<file path="src/rtl/rb1_arbiter.sv">
// Round-robin two-master arbiter owning the RB1 32x8 register bank pins.
// Define RB1_ARB_BURST_LIMIT_EN to preempt a grant after MAX_BURST commands.
module rb1_arbiter #(
  parameter int MAX_BURST = 18
) (
  input  logic       clk,
  input  logic       rst,
  input  logic       m0_req,
  input  logic       m1_req,
  output logic       m0_gnt,
  output logic       m1_gnt,
  input  logic       m0_cmd_valid,
  input  logic       m1_cmd_valid,
  input  logic       m0_rw,
  input  logic       m1_rw,
  input  logic [4:0] m0_addr,
  input  logic [4:0] m1_addr,
  input  logic [7:0] m0_wdata,
  input  logic [7:0] m1_wdata,
  output logic       m0_rvalid,
  output logic       m1_rvalid,
  output logic [7:0] m0_rdata,
  output logic [7:0] m1_rdata,
  output logic       RB1_RW,
  output logic [4:0] RB1_A,
  output logic [7:0] RB1_D,
  input  logic [7:0] RB1_Q
);

  typedef enum logic [1:0] {
    IDLE,
    G0,
    G1,
    TURN
  } state_t;

  state_t state;
  logic   last;
  logic   owner;
  logic   acc0;
  logic   acc1;
  logic   acc;
  logic   cmd_rw;
  logic   [4:0] cmd_addr;
  logic   [7:0] cmd_wdata;
  logic   rd_pend;
  logic   rd_tag;
  logic   lim0;
  logic   lim1;

  assign acc0 = m0_gnt && m0_req && m0_cmd_valid;
  assign acc1 = m1_gnt && m1_req && m1_cmd_valid;
  assign acc  = acc0 || acc1;

  assign cmd_rw    = acc1 ? m1_rw    : m0_rw;
  assign cmd_addr  = acc1 ? m1_addr  : m0_addr;
  assign cmd_wdata = acc1 ? m1_wdata : m0_wdata;

`ifdef RB1_ARB_BURST_LIMIT_EN
  localparam logic [4:0] LAST_CMD = 5'(MAX_BURST - 1);

  logic [4:0] cnt;

  // Saturates so a lone master can stream indefinitely.
  always_ff @(posedge clk or posedge rst) begin
    if (rst) begin
      cnt <= '0;
    end else if (state == TURN) begin
      cnt <= '0;
    end else if (acc && cnt != 5'd31) begin
      cnt <= cnt + 5'd1;
    end
  end

  assign lim0 = acc0 && m1_req && (cnt >= LAST_CMD);
  assign lim1 = acc1 && m0_req && (cnt >= LAST_CMD);
`else
  logic [4:0] unused_max_burst;
  assign unused_max_burst = 5'(MAX_BURST);
  assign lim0 = 1'b0;
  assign lim1 = 1'b0;
`endif

  always_ff @(posedge clk or posedge rst) begin
    if (rst) begin
      state  <= IDLE;
      owner  <= 1'b0;
      m0_gnt <= 1'b0;
      m1_gnt <= 1'b0;
    end else begin
      m0_gnt <= 1'b0;
      m1_gnt <= 1'b0;
      unique case (state)
        IDLE: begin
          if (m0_req && (!m1_req || last)) begin
            state  <= G0;
            owner  <= 1'b0;
            m0_gnt <= 1'b1;
          end else if (m1_req) begin
            state  <= G1;
            owner  <= 1'b1;
            m1_gnt <= 1'b1;
          end
        end
        G0: begin
          if (!m0_req || lim0) begin
            state <= TURN;
          end else begin
            m0_gnt <= 1'b1;
          end
        end
        G1: begin
          if (!m1_req || lim1) begin
            state <= TURN;
          end else begin
            m1_gnt <= 1'b1;
          end
        end
        TURN: begin
          // Prefer the other master, else give it back to the previous owner.
          if (owner ? m0_req : m1_req) begin
            state  <= owner ? G0 : G1;
            owner  <= !owner;
            m0_gnt <= owner;
            m1_gnt <= !owner;
          end else if (owner ? m1_req : m0_req) begin
            state  <= owner ? G1 : G0;
            m0_gnt <= !owner;
            m1_gnt <= owner;
          end else begin
            state <= IDLE;
          end
        end
      endcase
    end
  end

  always_ff @(posedge clk or posedge rst) begin
    if (rst) begin
      RB1_RW    <= 1'b1;
      RB1_A     <= '0;
      RB1_D     <= '0;
      rd_pend   <= 1'b0;
      rd_tag    <= 1'b0;
      last      <= 1'b1;
      m0_rvalid <= 1'b0;
      m1_rvalid <= 1'b0;
      m0_rdata  <= '0;
      m1_rdata  <= '0;
    end else begin
      RB1_RW  <= 1'b1;
      rd_pend <= 1'b0;
      if (acc) begin
        RB1_RW  <= cmd_rw;
        RB1_A   <= cmd_addr;
        RB1_D   <= cmd_wdata;
        rd_pend <= cmd_rw;
        rd_tag  <= acc1;
        last    <= acc1;
      end
      // Tag travels with the command so late reads reach the right master.
      m0_rvalid <= rd_pend && !rd_tag;
      m1_rvalid <= rd_pend && rd_tag;
      if (rd_pend && !rd_tag) begin
        m0_rdata <= RB1_Q;
      end
      if (rd_pend && rd_tag) begin
        m1_rdata <= RB1_Q;
      end
    end
  end

endmodule

</file>
<file path="config.mk">
export PLATFORM = sky130hd
export DESIGN_NAME = rb1_arbiter
export DESIGN_NICKNAME = d
export VERILOG_FILES = /design/src/rtl/rb1_arbiter.sv
export SDC_FILE = /design/constraint.sdc
export NUM_CORES = 1
export LEC_CHECK = 0
export BUFFER_PORTS_ARGS = -buffer_cell sky130_fd_sc_hd__buf_2
export CAP_MARGIN = 20
export CORE_ASPECT_RATIO = 1.2
export CORE_MARGIN = 2
export CORE_UTILIZATION = 51
export DETAILED_ROUTE_END_ITERATION = 12
export PLACE_DENSITY = 0.89
export REMOVE_ABC_BUFFERS = 1
export SKIP_CTS_REPAIR_TIMING = 1
export SLEW_MARGIN = 5
export SYNTH_ARGS = -nofsm -noshare
export SYNTH_HDL_FRONTEND = slang
export SYNTH_SLANG_ARGS = --single-unit
</file>
<file path="constraint.sdc">
create_clock -name clk -period 3.83 [get_ports clk]
set_clock_uncertainty 0.15 [all_clocks]
set_input_delay 0.1915 -clock clk [delete_from_list [all_inputs] [get_ports clk]]
set_output_delay 0.1915 -clock clk [all_outputs]
set_load 0.05 [all_outputs]
</file>
==> flow_metrics.tcl <==
set metrics [dict create \
    criticalPathCategory "flop to flop" \
    worst_path_max_delay_cell "sky130_fd_sc_hd__dfrtp_1" \
    synthArstFlopShare_pct 100.0 \
    detail_route.vias_per_cell 5.140 \
    worst_slew_margin_relative_to_its_limit_pct 60.87 \
    wl_cell_um 13.85 \
    report.final.setup_viol 0 \
    insertion_delay_ns 0.28 \
    cts.reportedPaths.clkPinSlew_ns 0.07 \
    crit_chain "inv_1 > ha_1 > nor3b_1 > a221o_1 > mux2_4" \
    top_usage_layer "met2" \
    synth_sequential_area_ratio_pct 55.43 \
    io_pins 76 \
    layout.cells.most_common_list "sky130_fd_sc_hd__buf_2 (75), sky130_fd_sc_hd__dfrtp_1 (38), sky130_fd_sc_hd__a21oi_1 (18)" \
    grt_start_max_net_pins 28 \
    std_cell_rows 23 \
    max_slew.worst_pin.slew_ns 0.5863 \
    routabilityCongestion 0.7908 \
    hold_viol_final 0 \
    power.ir.vdd_worst_mv 0.7669 \
    power-per-cell-area_nw_per_um2 969.6 \
    synthDistinctLibCells 27 \
    fmax_achieved_mhz 527.8 \
    globalRouteMet1Util_pct 22.33 \
    wire_length_of_the_first_global_routing_pass_mm 5.934 \
    route.vias.total 1398 \
    worst_hold_path_type "input pin to flop" \
    dieHeight_um 69.27 \
    clock_buffer_depth 2 \
    grt_pass1_vias 1318 \
    post_synth_edffs 0 \
    final_common_cell "sky130_fd_sc_hd__buf_2" \
    grt_antenna_before_repair 0 \
    placement.io_buffers 75 \
    max_cap_viol_count 0 \
    route.final.wire_length_mm 3.766 \
    power.leakage_uw 0.001274 \
    grt.total_usage_pct 19.38 \
    syn_inst 152 \
    cp_data_arrival_time_ns 1.92 \
    use_met2_pct 33.33 \
    finalWorstPathRequiredPeriod_ns 1.895 \
    layout.nets 282 \
    cp_top_family "flip-flops" \
    drt_pass1_iterations 4 \
    post_route_cells_drive_above_1_share_pct 43.83 \
    tritoncts.num_buffers 5 \
    cts_num_sinks 40 \
    total_power_uw 2294 \
    setup_tns_ns 0 \
    drt_iter0_drc 27 \
    areaGrowthSynthToFinish_pct 30.68 \
    globalRouteMet3Util_pct 5.037 \
    timing.critical_path.to_type "flop" \
    ys_ff_latch 40 \
    crit_fanout 8 \
    clock_h_tree_levels 2 \
    setup_repair_after_global_routing_missed_its_margin "false" \
    crit_required_ns 3.85 \
    outcome "finished, final reports clean" \
    antenna_left 0 \
    crit_path_start_kind "flop" \
    drcViolationCount 0 \
    coreArea_sq_um 3367 \
    yosysWarnings 0 \
    cts_tree "yes" \
    drv_slew 0 \
    ys_dominant_reg_cell "sky130_fd_sc_hd__dfrtp_1" \
    cts-root-buf "sky130_fd_sc_hd__clkbuf_8" \
    grt.overflow.total 0 \
    fin_crit_sh_pct 49.47 \
    timing.critical_path.slowest_cell_delay_ns 0.43 \
    dieArea_sq_um 4045 \
    netlist_area_sq_um 1810 \
    dp_hpwl_mm 2.818 \
    die_width_um 58.39 \
    initial_core_util_pct 53.77 \
    synth_area_per_cell_sq_um 11.91 \
    diodes 0 \
    bufs_and_invs_on_worst_path 1 \
]
worst min-delay path, stage by stage:
cell	delay, ns
sky130_fd_sc_hd__buf_2	0.07
sky130_fd_sc_hd__mux2i_1	0.07
sky130_fd_sc_hd__nand2_1	0.07
cells by family after synthesis:
| group | Yosys count | synth area share (%) |
|---|---|---|
| DFF | 40 | 55.42 |
| and+or+nand+nor | 34 | 8.569 |
| muxes | 31 | 18.52 |
| AOI/OAI and AO/OA | 29 | 9.400 |
| buffers and inverters | 12 | 3.939 |
| adders and majority gates | 6 | 4.146 |
report_power, final:
group	internal, uW	switching [uW]	total (uW)	leakage [uW]
registers	624	111	735	0.000465
clock network	193	135	328	0.0000552
logic	352	879	1230	0.000754
total	1170	1130	2290	0.00127
cell type report:
cell class,count,area (sq um)
inverter,6,22.52
multi-input combinational,100,735.7
fill,272,1001
clock buffer,6,72.57
sequential,40,1003
clock inverter,2,35.03
timing repair buffer,81,450.4
tap,37,46.29
registers in the layout, indices dropped and copies added (netlist names):
name,flops
rd_pend,1
m1_rvalid,1
RB1_A,5
m0_gnt,1
RB1_RW,1
m0_rvalid,1
rd_tag,1
last,1
m1_gnt,1
owner,1
m1_rdata,8
state,2
RB1_D,8
m0_rdata,8
path summary, 6_finish.rpt:
check | start | to | slack, ns | depth (start not counted)
setup reg to reg | state[0] | state[1] | 1.94 | 5
hold reg to reg | last | last | 0.34 | 2
hold / removal | m1_rw | RB1_RW | 0.009 | 3
setup / recovery | state[0] | state[1] | 1.94 | 5
min in group asynchronous | rst | m1_rdata[5] | 0.23 | 3
max in group asynchronous | rst | RB1_RW | 2.58 | 5
Yosys cell counts, drive strengths merged (3+ instances only):
cell | instances | share of area (%)
a21oi | 18 | 5.0
nand3 | 4 | 1.4
nand2 | 12 | 2.9
mux2 | 17 | 11
ha | 6 | 4.1
nor2 | 14 | 2.9
dfrtp | 38 | 53
o21ai | 3 | 0.83
inv | 6 | 1.2
buf | 6 | 2.7
mux2i | 14 | 7.7
through the flow:
stage                     util [%]  instances  hold WS [ns]  area, sq um  setup slack [ns]
after floorplan                  -        146        0.1326         1762             1.969
after global placement       65.07        259        0.2729         2191             2.018
after detailed placement     65.07        259        0.2801         2191             1.954
after CTS                    68.26        267      -0.01730         2298             1.940
after global routing         70.27        272      0.004607         2366             1.875
final                        70.27        272      0.008703         2366             1.935
layer usage:
metal	routed length [um]	share of wire, %	up-vias
met5	0	0	-
met4	85	2.3	0
met3	211	5.6	11
met2	1966	52	48
met1	1502	40	648
li1	-	-	691
No activity file was read; power rests on OpenSTA's default activity.
